[config.mk]
export PLATFORM = sky130hd
export DESIGN_NAME = score_display
export DESIGN_NICKNAME = d
export VERILOG_FILES = /design/src/rtl/score_display.sv
export SDC_FILE = /design/constraint.sdc
export NUM_CORES = 1
export LEC_CHECK = 0
export CAP_MARGIN = 10
export CORE_ASPECT_RATIO = 0.8
export CORE_MARGIN = 3
export CORE_UTILIZATION = 40
export CTS_CLUSTER_SIZE = 14
export DETAILED_ROUTE_END_ITERATION = 16
export PLACE_DENSITY = 0.62
export RECOVER_POWER = 50
export SLEW_MARGIN = 10
export SYNTH_ARGS = -nofsm -noshare
export SYNTH_HDL_FRONTEND = slang
export SYNTH_SLANG_ARGS = --single-unit
[constraint.sdc]
create_clock -name clk -period 2.9 [get_ports clk]
set_input_delay 0.58 -clock clk [delete_from_list [all_inputs] [get_ports clk]]
set_output_delay 0.58 -clock clk [all_outputs]
set_load 0.1 [all_outputs]
[src/rtl/score_display.sv]
// ---------------------------------------------------------------------------
// score_display
//   Converts a 7-bit score to three BCD digits (serial double-dabble, one bit
//   per clock) and clamps a 7-bit lives count to a single digit (0..9). The
//   four digits are then time-multiplexed onto a common-anode 7-segment
//   display.
//
//   Conversion sequence: IDLE captures a changed {score, lives} pair, SHIFT
//   runs 7 shift-add-3 steps, and DONE loads all four digit registers in a
//   single edge. The shown digits therefore only ever move from one complete
//   result to the next.
//
// Parameters
//   SCAN_DIV  clk cycles per digit slot (2 .. 2**20)
//
// Ports
//   clk    system clock, rising edge
//   rst    asynchronous active-high reset
//   score  binary score 0..127
//   lives  binary lives 0..127 (shown as min(lives, 9))
//   seg    segments {g,f,e,d,c,b,a}, active-low, registered
//   an     digit enables, active-low one-hot, registered
//          an[0] units, an[1] tens, an[2] hundreds, an[3] lives
//   busy   high while a conversion is in progress (SHIFT or DONE)
//
// Build option
//   SCORE_DISPLAY_BLANK_EN  blank a leading-zero hundreds digit, and a zero
//                           tens digit when hundreds is also zero
// ---------------------------------------------------------------------------
module score_display #(
    parameter int unsigned SCAN_DIV = 50000
) (
    input  logic       clk,
    input  logic       rst,
    input  logic [6:0] score,
    input  logic [6:0] lives,
    output logic [6:0] seg,
    output logic [3:0] an,
    output logic       busy
);

    localparam int unsigned CntW = (SCAN_DIV > 1) ? $clog2(SCAN_DIV) : 1;

    typedef enum logic [1:0] {StIdle, StShift, StDone} state_e;

    state_e          state_q, state_d;
    logic [6:0]      cap_score_q, cap_lives_q;
    logic [6:0]      shreg_q;
    logic [11:0]     bcd_q;
    logic [2:0]      iter_q;
    logic [3:0]      dig_h_q, dig_t_q, dig_u_q, dig_l_q;
    logic [CntW-1:0] scan_q;
    logic [1:0]      idx_q;

    logic            changed, capture, do_shift, load;
    logic [11:0]     bcd_adj, bcd_next;
    logic [3:0]      sel_digit;
    logic            blank;
    logic [6:0]      seg_d;

    function automatic logic [6:0] seg_decode(input logic [3:0] d);
        case (d)
            4'd0:    seg_decode = 7'b1000000;
            4'd1:    seg_decode = 7'b1111001;
            4'd2:    seg_decode = 7'b0100100;
            4'd3:    seg_decode = 7'b0110000;
            4'd4:    seg_decode = 7'b0011001;
            4'd5:    seg_decode = 7'b0010010;
            4'd6:    seg_decode = 7'b0000010;
            4'd7:    seg_decode = 7'b1111000;
            4'd8:    seg_decode = 7'b0000000;
            4'd9:    seg_decode = 7'b0010000;
            default: seg_decode = 7'b1111111;
        endcase
    endfunction

    assign changed = ({score, lives} != {cap_score_q, cap_lives_q});

    // ---- FSM: state register ----
    always_ff @(posedge clk or posedge rst) begin
        if (rst) begin
            state_q <= StIdle;
        end else begin
            state_q <= state_d;
        end
    end

    // ---- FSM: next state ----
    always_comb begin
        state_d = state_q;
        case (state_q)
            StIdle:  if (changed) state_d = StShift;
            StShift: if (iter_q == 3'd6) state_d = StDone;
            StDone:  state_d = StIdle;
            default: state_d = StIdle;
        endcase
    end

    // ---- FSM: outputs / datapath controls ----
    always_comb begin
        busy     = (state_q != StIdle);
        capture  = (state_q == StIdle) && changed;
        do_shift = (state_q == StShift);
        load     = (state_q == StDone);
    end

    // One double-dabble step: correct each nibble >= 5, then shift in the next score bit.
    always_comb begin
        bcd_adj = bcd_q;
        for (int i = 0; i < 3; i++) begin
            if (bcd_q[4*i +: 4] >= 4'd5) begin
                bcd_adj[4*i +: 4] = bcd_q[4*i +: 4] + 4'd3;
            end
        end
        bcd_next = {bcd_adj[10:0], shreg_q[6]};
    end

    // ---- Conversion datapath and digit registers ----
    always_ff @(posedge clk or posedge rst) begin
        if (rst) begin
            cap_score_q <= '0;
            cap_lives_q <= '0;
            shreg_q     <= '0;
            bcd_q       <= '0;
            iter_q      <= '0;
            dig_h_q     <= '0;
            dig_t_q     <= '0;
            dig_u_q     <= '0;
            dig_l_q     <= '0;
        end else begin
            if (capture) begin
                cap_score_q <= score;
                cap_lives_q <= lives;
                shreg_q     <= score;
                bcd_q       <= '0;
                iter_q      <= '0;
            end
            if (do_shift) begin
                bcd_q   <= bcd_next;
                shreg_q <= {shreg_q[5:0], 1'b0};
                iter_q  <= iter_q + 3'd1;
            end
            if (load) begin
                dig_h_q <= bcd_q[11:8];
                dig_t_q <= bcd_q[7:4];
                dig_u_q <= bcd_q[3:0];
                dig_l_q <= (cap_lives_q > 7'd9) ? 4'd9 : cap_lives_q[3:0];
            end
        end
    end

    // ---- Digit scan ----
    always_ff @(posedge clk or posedge rst) begin
        if (rst) begin
            scan_q <= '0;
            idx_q  <= '0;
        end else if (scan_q == CntW'(SCAN_DIV - 1)) begin
            scan_q <= '0;
            idx_q  <= idx_q + 2'd1;
        end else begin
            scan_q <= scan_q + 1'b1;
        end
    end

    always_comb begin
        case (idx_q)
            2'd0:    sel_digit = dig_u_q;
            2'd1:    sel_digit = dig_t_q;
            2'd2:    sel_digit = dig_h_q;
            default: sel_digit = dig_l_q;
        endcase
        blank = 1'b0;
`ifdef SCORE_DISPLAY_BLANK_EN
        if (idx_q == 2'd2) begin
            blank = (dig_h_q == 4'd0);
        end else if (idx_q == 2'd1) begin
            blank = (dig_h_q == 4'd0) && (dig_t_q == 4'd0);
        end
`endif
        seg_d = blank ? 7'b1111111 : seg_decode(sel_digit);
    end

    // an and seg come from the same idx_q sample, so they always switch together.
    always_ff @(posedge clk or posedge rst) begin
        if (rst) begin
            an  <= 4'b1110;
            seg <= 7'b1000000;
        end else begin
            an  <= ~(4'b0001 << idx_q);
            seg <= seg_d;
        end
    end

endmodule

Word-level counts from Yosys, hierarchy flattened
Memories as Yosys holds them, arrays and structs flattened. A register that Yosys moved wholly into a read port is not among the register bits.
Index checks and enable logic that the tools add are counted.
- $add $sub $neg: 6
- order comparisons: 4
- equality and inequality tests: 9
- shift-type cells: 1
- muxes and demuxes: 15
- bitwise operators: 1
- reductions and logical operators: 6
- operator list (kind ; count):
    12-bit 2-to-1 mux ; 2
    16-bit by 1-bit adder with 16-bit output (second input constant) ; 1
    16-bit == test (second input constant) ; 1
    16-bit 2-to-1 mux ; 1
    7-bit 2-to-1 mux ; 2
    14-bit inequality test ; 1
    4-bit by 3-bit >= comparator with 1-bit output (second input constant) ; 3
    4-bit 2-to-1 mux ; 3
    4-bit case mux with 3 select lines ; 1
    3-bit 2-to-1 mux ; 3
    4-bit by 2-bit adder with 4-bit output (second input constant) ; 2
    7-bit by 4-bit greater-than comparator with 1-bit output (second input constant) ; 1
    2-bit by 1-bit == test with 1-bit output (second input constant) ; 2
    2-bit == test (second input constant) ; 2
    2-bit logical NOT ; 2
    2-bit 2-to-1 mux ; 2
    4-bit inverter ; 1
    2-bit case mux with 2 select lines ; 1
    2-bit nonzero test ; 2
    1-bit by 2-bit << shifter with 4-bit output (first input constant) ; 1
    3-bit by 1-bit adder with 3-bit output (second input constant) ; 1
    3-bit by 2-bit adder with 3-bit output (second input constant) ; 1
    3-bit == test (second input constant) ; 1
    2-bit by 1-bit adder with 2-bit output (second input constant) ; 1
    other kinds (4) ; 4
- register bits: 76
- memory bits (read-only): 112
- input bits: 16
- output and inout port bits: 12
- word-level logic and storage cells: 56
- memories: 1
- memories (memory ; depth ; bits a word ; read ports ; clocked after Yosys merged registers in ; wr ports ; line ; RTL):
    (name not given) ; 16 ; 7 ; 1 ; 1 ; 0 ; 62 ; case (d)

Logic depth before layout (Yosys ltp)
- word-level depth: 4
- gate-level depth with buffers: 8
- gate-level depth less buffers: 8

Worst setup path after synthesis
No wires, ideal clock.
- path type: reg2out
- from: register state_q[1]
- to: output busy
- data arrival time: 1438 ps
- required time: 2320 ps
- path slack: 882 ps
- cell stages (with the launch flop): 4
- path buffers: 1
- cell sequence: dfrtp_1 -> clkbuf_1 -> nor2_1 -> inv_1
- word-level cells in the longest chain between the ends: 1
- ends and longest elaborated chain (item ; line ; RTL):
    from (decl) ; 46 ; state_e state_q, state_d;
    from (signal assigned) ; 82 ; state_q <= StIdle;
    from (signal assigned) ; 84 ; state_q <= state_d;
    2-bit nonzero test ; 101 ; busy = (state_q != StIdle);
    to (decl) ; 39 ; output logic busy
No other way between the ends.

Worst setup path in the final report
Ends and elaborated chain as after synthesis.

==> results.py <==
metrics = {
    "outcome": {
        "status": "finished clean",
    },
    "detailed_routing": {
        "drc_errors": 0,
        "post_drt_via_cell_ratio": 4.941,
        "wl_per_cell_um": 13.97,
        "wl_um": 7586,
        "num_vias": 2683,
        "wl_met3_um": 322,
        "dr.pass1.iters": 4,
        "m1WireLength_um": 4145,
        "antenna_left": 0,
        "route.met2.wl_um": 3038,
        "top_layer_used": "met4",
        "drtIter0Drc": 195,
    },
    "synthesis": {
        "ys_ff_latch": 83,
        "synthCells": 374,
        "synthesis.nets": 407,
        "syn_avg_cell_area_um2": 10.61,
        "synth_edf_count": 0,
        "synthArstFlopShare": 1.000,
        "synth_flop_cell": "dfrtp_1",
        "synth_warnings": 0,
        "yosys.cell_types.count": 42,
        "ys_seq_area_frac": 0.5246,
        "synth_top_area_cell": "dfrtp_1",
        "yosys-top-cells-area": "dfrtp_1 50%, ha_1 5.4%, nand2_1 4.7%",
        "netlist_area_um2": 3969,
        "yosysTopAreaCellShare": 0.4981,
    },
    "setup_path": {
        "end_kind": "output port",
        "path_max_fanout": 9,
        "crit_buf_inv": 3,
        "slowest_stage": "dfrtp_1",
        "startpoint_type": "register",
        "critPathMaxStageDelay_ns": 0.48,
        "cp_top_family": "buffers and inverters",
        "r2r_cells": 4,
        "worstPathRequired_ns": 2.32,
        "r2r_slack_ns": 0.65,
        "critPathArrivalTime_ns": 1.86,
        "rr_startpoint": "state_q[1]",
        "worstPathCellList": "nor2_1, clkbuf_1, inv_1, buf_4",
        "path_class": "register to output port",
        "r2r-end": "cap_lives_q[0]",
    },
    "layout": {
        "layout.nets": 439,
        "num_antenna_cells": 0,
        "final_util": 0.5001,
        "layout-drive-gt1-share": 0.1192,
        "layout-area-overhead-vs-synth_pct": 17.78,
    },
    "timing": {
        "fin_skew_ns": 0.006190,
        "period_needed_ns": 2.435,
        "hold_viol_final": 0,
        "fin_crit_sh": 0.8398,
        "tightest_slew_ns": 1.364,
        "drv_slew": 0,
        "finalSetupViolCount": 0,
        "relSlewSlack": 0.08593,
        "final.setup.tns_ns": 0,
        "rsz0062_at_grt": "no",
        "fmax_mhz": 410.6,
    },
    "global_routing": {
        "grt_max_degree": 54,
        "grt_pass1_wl_um": 13010,
        "first_global_vias": 2682,
        "track_usage": 0.1467,
        "grt_antenna_before_repair": 0,
        "grt_overflow": 0,
    },
    "cts": {
        "cts-hold-fix-buffers": 0,
        "cts_tree": "yes",
        "h-tree-depth": 3,
        "root_buffer": "clkbuf_16",
        "insertion_delay_ns": 0.34,
        "post_cts_buffers": 0,
        "post_cts_resized": 0,
        "clock_sinks": 83,
        "cts_buffer_depth": 2,
        "clk_pin_slew_ns": 0.06,
        "cts_buffers": 9,
    },
    "min_path": {
        "hold_end": "dig_t_q[3]",
        "holdPathStages": 2,
        "hold_start": "dig_t_q[3]",
        "min_path_type": "register to register",
    },
    "floorplanning": {
        "rows": 31,
        "die_h_um": 95.10,
        "num_io_pins": 28,
        "start_util": 0.4246,
        "fp.dieW_um": 117.4,
        "core_area_um2": 9348,
        "die_area_um2": 11160,
    },
    "power_and_ir_drop": {
        "power.leakage_nw": 2.136,
        "vdd_ir_drop_max_v": 0.0004002,
        "powerDensity_nw_per_um2": 1027,
    },
    "placement": {
        "io_buffer_count": 27,
        "dp_hpwl_um": 5304,
        "gp_congestion": 0.7504,
    },
    "flow_run": {
        "max-cap-violations": 0,
    },
}
[cells in the final DEF (no fill, tap or decap), types with 2 or more instances in the layout]
cell type / n
a211o_1: 3
a211oi_1: 3
a21o_1: 4
a21oi_1: 13
a222oi_1: 4
a22o_1: 11
a31oi_1: 2
and3_1: 6
buf_4: 15
bufinv_16: 2
clkbuf_1: 5
clkbuf_16: 9
clkdlybuf4s50_1: 14
clkinv_2: 2
dfrtp_1: 79
dfstp_2: 4
ha_1: 17
inv_1: 24
mux2_2: 11
mux2_4: 3
mux2i_1: 6
nand2_1: 50
nand2b_1: 5
nand3_1: 10
nand4_1: 2
nor2_1: 18
nor2b_1: 2
nor3_1: 8
nor3b_1: 6
nor4_1: 3
o21ai_0: 21
o22ai_1: 2
o2bb2ai_1: 3
xnor2_1: 11
xor2_1: 20
[cells in the mapped netlist (4+ instances only)]
cell type	instances
ha_1	17
inv_1	25
nor3_1	8
and3_1	6
dfrtp_1	79
nand3_1	10
xor2_1	20
o21ai_0	21
nor3b_1	6
mux2_2	11
a21oi_1	13
a222oi_1	4
nand2b_1	5
nor2_1	18
nand2_1	50
dfstp_2	4
xnor2_1	11
a22o_1	11
a21o_1	4
clkbuf_1	9
mux2i_1	6
[power by group]
part           switching [mW]  internal, mW
logic                    1.05         0.709
registers               0.305          1.55
clock network           0.433         0.751
total                    1.79          3.01
[per-stage QoR]
step / cells / area [um^2] / power [mW] / worst slack [ns] / hold WS (ns)
2_1_floorplan: 374 / 3969 / 3.218 / 0.1898 / 0.4454
3_3_place_gp: 527 / 4375 / 3.603 / 0.1877 / 0.4628
3_5_place_dp: 527 / 4375 / 3.643 / 0.1952 / 0.4637
4_1_cts: 543 / 4686 / 4.849 / 0.5437 / 0.4788
5_1_grt: 543 / 4674 / 5.127 / 0.3500 / 0.5163
6_report: 543 / 4674 / 4.799 / 0.4646 / 0.4744
[worst reg2reg max path, stage by stage (launching register included)]
cell and delay (ns):
dfrtp_1 0.48, nor2_1 0.17, clkbuf_1 0.41, and2_1 0.67, mux2_2 0.41
[registers in the layout, summed over array words and instances, names as in the netlist, 3 cells and up]
signal,cells
dig_l_q,4
seg,7
shreg_q,7
an,4
scan_q,16
bcd_q,12
cap_score_q,7
dig_h_q,4
dig_t_q,4
cap_lives_q,7
dig_u_q,4
iter_q,3
[per-layer routing]
layer	up-vias	track usage
li1	1356	-
met1	1275	0.2121
met2	45	0.2120
met3	7	0.04448
met4	0	0.04688
met5	-	0
[cells by family after synthesis]
logic type | share of synthesized area
multiplexers | 0.05769
AND/OR/NAND/NOR | 0.1327
AO/OA/AOI/OAI | 0.1230
buffers and inverters | 0.04003
XOR/XNOR | 0.06841
flip-flops | 0.5246
adder cells (fa/ha/maj) | 0.05359
[area by class of cell]
cell class              count  area [um^2]
repair buffers             34        294.0
clock buffers              11        232.7
multi-input cells         253         1728
well taps                 132        165.2
clock inverters             5        77.57
inverters                  25        95.09
flip-flops and latches     83         2082
fillers                   879         4673
[worst max path at each step]
stage | startpoint | to | slack, ns | cells past startpoint
finish | state_q[1] | busy | 0.46 | 4
global route | state_q[1] | busy | 0.35 | 4
CTS | score[3] | cap_lives_q[4] | 0.54 | 6
detailed placement | score[3] | shreg_q[0] | 0.20 | 6
global placement | score[3] | cap_lives_q[4] | 0.19 | 6
floorplan | rst | an[0] | 0.19 | 1
(Power assumes the default switching activity.)
